## src/rtl/id_operand_stage.sv

```systemverilog
// ID/EX operand stage: decodes the instruction, reads operands, detects load-use hazards and registers the ID/EX contents.
// Optional macro WB_BYPASS_EN forwards the write-back port into the operands instead of stalling on a match.
module id_operand_stage #(
  parameter logic [31:0] NOP_INSTR = 32'h0000_0000
) (
  input  logic        clk,
  input  logic        rst_n,
  input  logic        if_valid,
  input  logic [31:0] if_instr,
  input  logic [31:0] if_pc,
  input  logic        flush,
  input  logic        ex_stall,
  output logic [4:0]  rf_r1_addr,
  output logic [4:0]  rf_r2_addr,
  input  logic [31:0] rf_r1_dout,
  input  logic [31:0] rf_r2_dout,
  input  logic        wb_wr,
  input  logic [4:0]  wb_addr,
  input  logic [31:0] wb_din,
  output logic        id_stall,
  output logic        ex_valid,
  output logic [31:0] ex_pc,
  output logic [31:0] ex_instr,
  output logic [31:0] ex_rs_val,
  output logic [31:0] ex_rt_val,
  output logic [31:0] ex_imm,
  output logic [4:0]  ex_rd,
  output logic        ex_reg_wr,
  output logic        ex_is_load,
  output logic [15:0] hazard_cnt
);

  logic [5:0]  opcode;
  logic [4:0]  rs, rt, dest;
  logic        reg_wr, is_load, rt_used;
  logic [31:0] imm, rs_val, rt_val;
  logic        wb_hit_rs, wb_hit_rt, load_use, hazard;

  assign opcode     = if_instr[31:26];
  assign rs         = if_instr[25:21];
  assign rt         = if_instr[20:16];
  assign rf_r1_addr = rs;
  assign rf_r2_addr = rt;

  always_comb begin
    case (opcode)
      6'd0:    dest = if_instr[15:11];
      6'd3:    dest = 5'd31;
      default: dest = rt;
    endcase
    reg_wr  = (opcode inside {6'd0, 6'd3, [6'd8:6'd15], 6'd32, 6'd33, [6'd35:6'd37]}) && (dest != '0);
    is_load = opcode inside {6'd32, 6'd33, [6'd35:6'd37]};
    rt_used = opcode inside {6'd0, 6'd4, 6'd5, 6'd40, 6'd41, 6'd43};
    if (opcode inside {6'd12, 6'd13, 6'd14})
      imm = {16'h0000, if_instr[15:0]};
    else
      imm = {{16{if_instr[15]}}, if_instr[15:0]};
  end

  // The wb mux is kept in both builds: without bypass a match always bubbles,
  // so the forwarded value is never captured and behaviour is unchanged.
  always_comb begin
    wb_hit_rs = wb_wr && (wb_addr != '0) && (wb_addr == rs);
    wb_hit_rt = wb_wr && (wb_addr != '0) && (wb_addr == rt) && rt_used;
    load_use  = if_valid && ex_valid && ex_is_load && (ex_rd != '0) &&
                ((ex_rd == rs) || (rt_used && (ex_rd == rt)));
`ifdef WB_BYPASS_EN
    hazard    = load_use;
`else
    hazard    = load_use || (if_valid && (wb_hit_rs || wb_hit_rt));
`endif
    rs_val = wb_hit_rs ? wb_din : rf_r1_dout;
    rt_val = wb_hit_rt ? wb_din : rf_r2_dout;
    if (rs == '0) rs_val = '0;
    if (rt == '0) rt_val = '0;
  end

  assign id_stall = !flush && (ex_stall || hazard);

  always_ff @(posedge clk or negedge rst_n) begin
    if (!rst_n) begin
      ex_valid   <= 1'b0;
      ex_pc      <= '0;
      ex_instr   <= NOP_INSTR;
      ex_rs_val  <= '0;
      ex_rt_val  <= '0;
      ex_imm     <= '0;
      ex_rd      <= '0;
      ex_reg_wr  <= 1'b0;
      ex_is_load <= 1'b0;
      hazard_cnt <= '0;
    end else if (flush || (!ex_stall && hazard)) begin
      ex_valid   <= 1'b0;
      ex_instr   <= NOP_INSTR;
      ex_reg_wr  <= 1'b0;
      ex_is_load <= 1'b0;
      if (!flush && (hazard_cnt != 16'hFFFF))
        hazard_cnt <= hazard_cnt + 16'd1;
    end else if (!ex_stall) begin
      ex_valid   <= if_valid;
      ex_pc      <= if_pc;
      ex_instr   <= if_instr;
      ex_rs_val  <= rs_val;
      ex_rt_val  <= rt_val;
      ex_imm     <= imm;
      ex_rd      <= dest;
      ex_reg_wr  <= if_valid && reg_wr;
      ex_is_load <= if_valid && is_load;
    end
  end

endmodule

```

## config.mk

```make
export PLATFORM = sky130hd
export DESIGN_NAME = id_operand_stage
export DESIGN_NICKNAME = d
export VERILOG_FILES = /design/src/rtl/id_operand_stage.sv
export SDC_FILE = /design/constraint.sdc
export NUM_CORES = 1
export LEC_CHECK = 0
export BUFFER_PORTS_ARGS = -buffer_cell sky130_fd_sc_hd__buf_2
export CORE_AREA = 2 2 143 145
export CTS_CLUSTER_SIZE = 12
export DETAILED_ROUTE_END_ITERATION = 16
export DIE_AREA = 0 0 145 147
export GPL_TIMING_DRIVEN = 0
export PLACE_DENSITY = 0.72
export SYNTH_ARGS = -nofsm -noshare
export SYNTH_HDL_FRONTEND = slang
export SYNTH_SLANG_ARGS = --single-unit
```

## constraint.sdc

```tcl
create_clock -name clk -period 2.82 [get_ports clk]
set_clock_uncertainty 0.2 [all_clocks]
set_input_delay 0 -clock clk [delete_from_list [all_inputs] [get_ports clk]]
set_output_delay 0 -clock clk [all_outputs]
set_load 0.03 [all_outputs]
```

# Word-level counts from Yosys, hierarchy flattened
# Cells that the tools add are included.
dict set report op_classes {
  n_lt_le_gt_ge 4
  n_eq_ne 17
  n_reduce_logical 37
  addsub 1
  n_bitwise 2
  mux 14
}
# operator n
set ops {}
lappend ops {{32-bit 2-to-1 mux} 7}
lappend ops {{6-bit == test (second input constant)} 5}
lappend ops {{5-bit == test} 4}
lappend ops {{6-bit by 4-bit == test with 1-bit output (second input constant)} 3}
lappend ops {{1-bit logical AND} 18}
lappend ops {{16-bit by 1-bit adder with 16-bit output (second input constant)} 1}
lappend ops {{16-bit != test (second input constant)} 1}
lappend ops {{5-bit nonzero test} 3}
lappend ops {{6-bit by 3-bit == test with 1-bit output (second input constant)} 2}
lappend ops {{6-bit nonzero test} 2}
lappend ops {{5-bit zero test} 2}
lappend ops {{5-bit one-hot mux with 2 select lines} 1}
lappend ops {{6-bit by 2-bit == test with 1-bit output (second input constant)} 1}
lappend ops {{6-bit by 4-bit greater-or-equal comparator with 1-bit output (second input constant)} 1}
lappend ops {{6-bit greater-or-equal comparator (second input constant)} 1}
lappend ops {{6-bit by 4-bit less-or-equal comparator with 1-bit output (second input constant)} 1}
lappend ops {{6-bit less-or-equal comparator (second input constant)} 1}
lappend ops {{6-bit zero test} 1}
lappend ops {{1-bit 2-to-1 mux} 6}
lappend ops {{3-bit nonzero test} 2}
lappend ops {{1-bit logical OR} 5}
lappend ops {{2-bit AND reduction} 2}
lappend ops {{1-bit zero test} 2}
lappend ops {{2-bit by 1-bit != test with 1-bit output (second input constant)} 1}
lappend ops {{1-bit NOT} 2}
dict set report word_totals {
  output_inout_bits 195
  regBits 184
  elab_cells 85
}

# Logic depth before layout (Yosys ltp)
dict set report depth {
  depth_word 11
  mapped_depth 9
  depth_no_buf 6
}

# Worst setup path after synthesis
# Ideal clock, no wire load.
dict set report synth_timing {
  path_type {register to register}
  startpoint {register hazard_cnt[0]}
  endpoint {register hazard_cnt[11]}
  setup_ns 0.080
  setup_slack_ns 0.380
  period_less_slack_ns 2.440
  stages_incl_launch_ff 7
  required_time_ns 2.540
  arrival_ns 2.160
  cell_sequence {dfrtp_1 ha_1 and4_1 a311o_1 clkbuf_1 a2111oi_2 xnor2_1}
}
dict set report synth_between {
  elab_chain_len 3
  elab_cells_between_ends 4
  classes_between {add/sub: 1; eq/ne: 1; reduce/logical: 2}
}
# element line
set synth_lines {}
lappend synth_lines {{start, declared} 30} ;# output logic [15:0] hazard_cnt
lappend synth_lines {{start signal, assigned} 98} ;# hazard_cnt <= hazard_cnt + 16'd1;
lappend synth_lines {{parallel branches: the longest is 3 deep, another holds 16-bit by 1-bit adder with 16-bit output} n/a}
# Parallel ways; which one is timed is not known.
# A chain may end at the register's enable or synchronous reset.

# Worst setup path in the final report
dict set report layout_timing {
  startpoint {input if_instr[17]}
  endpoint {register ex_rt_val[30]}
}
dict set report layout_between {
  elab_chain_len 10
  elab_cells_between_ends 17
  classes_between {eq/ne: 2; mux: 2; bitwise: 1; reduce/logical: 12}
}
# element line
set layout_lines {}
lappend layout_lines {{start, declared} 9} ;# input logic [31:0] if_instr,
lappend layout_lines {{5-bit == test} 64} ;# wb_hit_rt = wb_wr && (wb_addr != '0) && (wb_addr == rt) && rt_used;
lappend layout_lines {{1-bit logical AND (2 in a row)} 64}
lappend layout_lines {{1-bit logical OR} 70} ;# hazard = load_use || (if_valid && (wb_hit_rs || wb_hit_rt));
lappend layout_lines {{1-bit logical AND} 70}
lappend layout_lines {{1-bit logical OR} 70}
lappend layout_lines {{1-bit logical AND} 92} ;# end else if (flush || (!ex_stall && hazard)) begin
lappend layout_lines {{1-bit logical OR} 92}
lappend layout_lines {{1-bit NOT (no line)} n/a}
lappend layout_lines {{2-bit AND reduction (no line)} n/a}
lappend layout_lines {{end signal, assigned} 104} ;# ex_rt_val <= rt_val;
lappend layout_lines {{end, declared} 25} ;# output logic [31:0] ex_rt_val,
# Parallel ways exist; a longest one is shown, timed or not.

==> out/metrics.csv <==
metric,value,unit
status,completed,
maxSlewHeadroom,42.5,%
h-tree-depth,4,
crit_fanout,10,
synth_edf_count,0,
fin_crit,2.72,ns
synth_fp_nets,869,
cp.arrival,2.81,ns
synth_area_leaders,"dfrtp_1 (51%), mux2_1 (12%), mux2i_1 (4.6%), a22o_1 (3.5%), buf_4 (3.2%)",
postPlaceCellArea,10400,um2
drt-met1-wl,11.8,mm
grt_max_degree,92,
finalSetupTns,0,ns
drt_pass1_iterations,6,
gp_congestion,0.907,
drive_gt1_share,36.9,%
routed_via_density,5.23,
worstMarginPinSlew,0.856,ns
grt_pass1_vias,8439,
die_w,145,um
path_clk_slew,0.07,ns
cts_tree,yes,
synth_top_cell_area_share,51.5,%
netlist.top_cell.by_area,dfrtp_1,
clk_path_buf_depth,2,
clock_sinks,169,
area_growth_syn_to_layout,59.2,%
wl_met3,2.00,mm
cts_setup_buffers,0,
hold_viol_final,0,
ir_drop,411,uV
yosysSeqAreaShare,51.5,%
rsz0062_at_grt,no,
clk_latency,0.42,ns
core-area,19800,um2
dieArea,21300,um2
cts_buffers,17,
min_period_over_period,96.3,%
die_y,147,um
required,2.92,ns
yosysUniqueCellTypes,42,
slew_viol_final,0,
max_freq,368,MHz
routed.top_layer,met5,
clockRootBuffer,clkbuf_16,
timing.final.ws_setup,0.105,ns
cellPowerDensity,566,nW/um2
async_flop_share,100,%
start_util,41.4,%
min_path_type,in -> reg,
finalSetupViolCount,0,
grt_usage,28.1,%
postSynthCellCount,697,
port_buffers,364,
critPathLaunchType,input pin,
setup.worst_path.end_class,flop,
met2_length,14.8,mm
routed_wl,30.2,mm
grt_pass1_wl,47.0,mm
pre_cts_slack,-0.150,ns
antenna_found_initial,6,
synth_ff_type,dfrtp_1,
syn-cell-area,8220,um2
nets,1456,
vias,8220,
syn_area_per_cell,11.8,um2
maxCapViolCount,0,
io-pin-count,366,
p_leak,6.25,nW
wl_per_cell,19.3,um
finalInstanceArea,13100,um2
gr-total-overflow,0,
final_antenna_net_count,0,
drcViolationCount,0,
row_count,52,
final_core_util,65.9,%
yosysWarningCount,0,
critPathKind,in -> reg,
dp_hpwl,19.5,mm
synth-seq-cells,169,
first_iter_violations,623,
worst paths after layout:
kind / from / endpoint / slack [ns] / cells after the start
max in group asynchronous: rst_n / ex_instr[30] / 1.30 / 4
max: if_instr[17] / ex_rt_val[30] / 0.10 / 7
max reg2reg: hazard_cnt[0] / hazard_cnt[5] / 0.26 / 6
min: if_instr[21] / ex_rs_val[31] / 0.04 / 4
min in group asynchronous: rst_n / ex_rt_val[27] / 0.40 / 3
min reg2reg: ex_rs_val[3] / ex_rs_val[3] / 0.28 / 1
critical path: stages:
cell,delay (ns)
dlygate4sd3_1,0.54
buf_2,0.20
or4_1,0.52
nor2_1,0.55
clkbuf_1,0.49
a21oi_1,0.18
mux2_1,0.33
timing repair:
item | CTS | global route
hold buffers | 204 | 0
hold endpoints to repair | 322 | 0
gates resized for setup | 0 | 1
setup endpoints to repair | 1 | 29
synth_stat cells (10+ instances only):
cell type / instances
o21ai_0: 34
dfrtp_1: 169
xnor2_1: 12
mux2_1: 89
buf_2: 12
mux2i_1: 38
nand3_1: 42
clkbuf_1: 24
a21oi_1: 36
mux2_4: 10
buf_4: 35
mux2_2: 14
xor2_1: 23
nor2_1: 42
a22o_1: 33
nand2_1: 14
final cells by class:
cell class / instances / area [um2]
inverters: 7 / 26.3
multi-input cells: 449 / 3550
fillers: 1377 / 6760
well taps: 270 / 338
flip-flops and latches: 169 / 4230
plain buffers: 71 / 420
diodes: 4 / 10.0
clock buffers: 18 / 439
clock inverters: 14 / 154
repair buffers: 569 / 3920
logic make-up after synthesis:
kind of cell,after synthesis,synth area share (%)
and+or+nand+nor,130,7.84
xor gates and xnor gates,35,3.73
DFF,169,51.5
buffers and inverters,79,5.48
muxes,151,20.6
AOI/OAI and AO/OA,132,10.8
adders and majority gates,1,0.152
placed cells by master, fill, tap and decap left out, types with 5 or more instances in the layout:
cell | netlist | layout
a22o_1 | 33 | 33
a21oi_1 | 36 | 36
nor3_1 | 5 | 5
mux2i_1 | 38 | 38
nor2_1 | 42 | 42
inv_1 | 7 | 7
a31oi_1 | 5 | 5
a211oi_1 | 9 | 9
mux2_1 | 89 | 89
nand2_1 | 14 | 14
clkbuf_16 | 0 | 17
nand3_1 | 42 | 42
dlygate4sd3_1 | 0 | 203
mux2_2 | 14 | 14
xor2_1 | 23 | 23
o21ai_0 | 34 | 34
inv_8 | 0 | 5
dfrtp_1 | 169 | 169
xnor2_1 | 12 | 12
buf_4 | 35 | 35
mux2_4 | 10 | 10
buf_2 | 12 | 375
clkbuf_1 | 24 | 23
metal layers:
layer / GRT usage, % / vias up
met3: 6.24 / 122
li1: - / 3680
met2: 47.1 / 441
met5: 0 / -
met4: 15.7 / 2
met1: 33.7 / 3975
where the power goes:
part | switching, W | leakage (nW) | internal, W
sequential | 0.000190 | 2.07 | 0.00272
combinational | 0.00132 | 3.90 | 0.000851
clock | 0.00111 | 0.281 | 0.00121
total | 0.00262 | 6.25 | 0.00478
per-stage QoR:
stage	power, W	hold slack, ns	instances
global route	0.00771	0.0424	1570
CTS	0.00741	0.0143	1567
finish	0.00740	0.0428	1571
floorplan	0.00412	-0.496	697
detailed placement	0.00486	-0.184	1332
global placement	0.00482	0.0154	1331
flip-flops by register name (all words and copies together) (netlist names):
register / count
ex_rs_val: 32
ex_imm: 17
ex_rt_val: 32
hazard_cnt: 16
ex_pc: 32
ex_instr: 32
ex_valid: 1
ex_rd: 5
ex_is_load: 1
ex_reg_wr: 1
(Power assumes the default switching activity.)
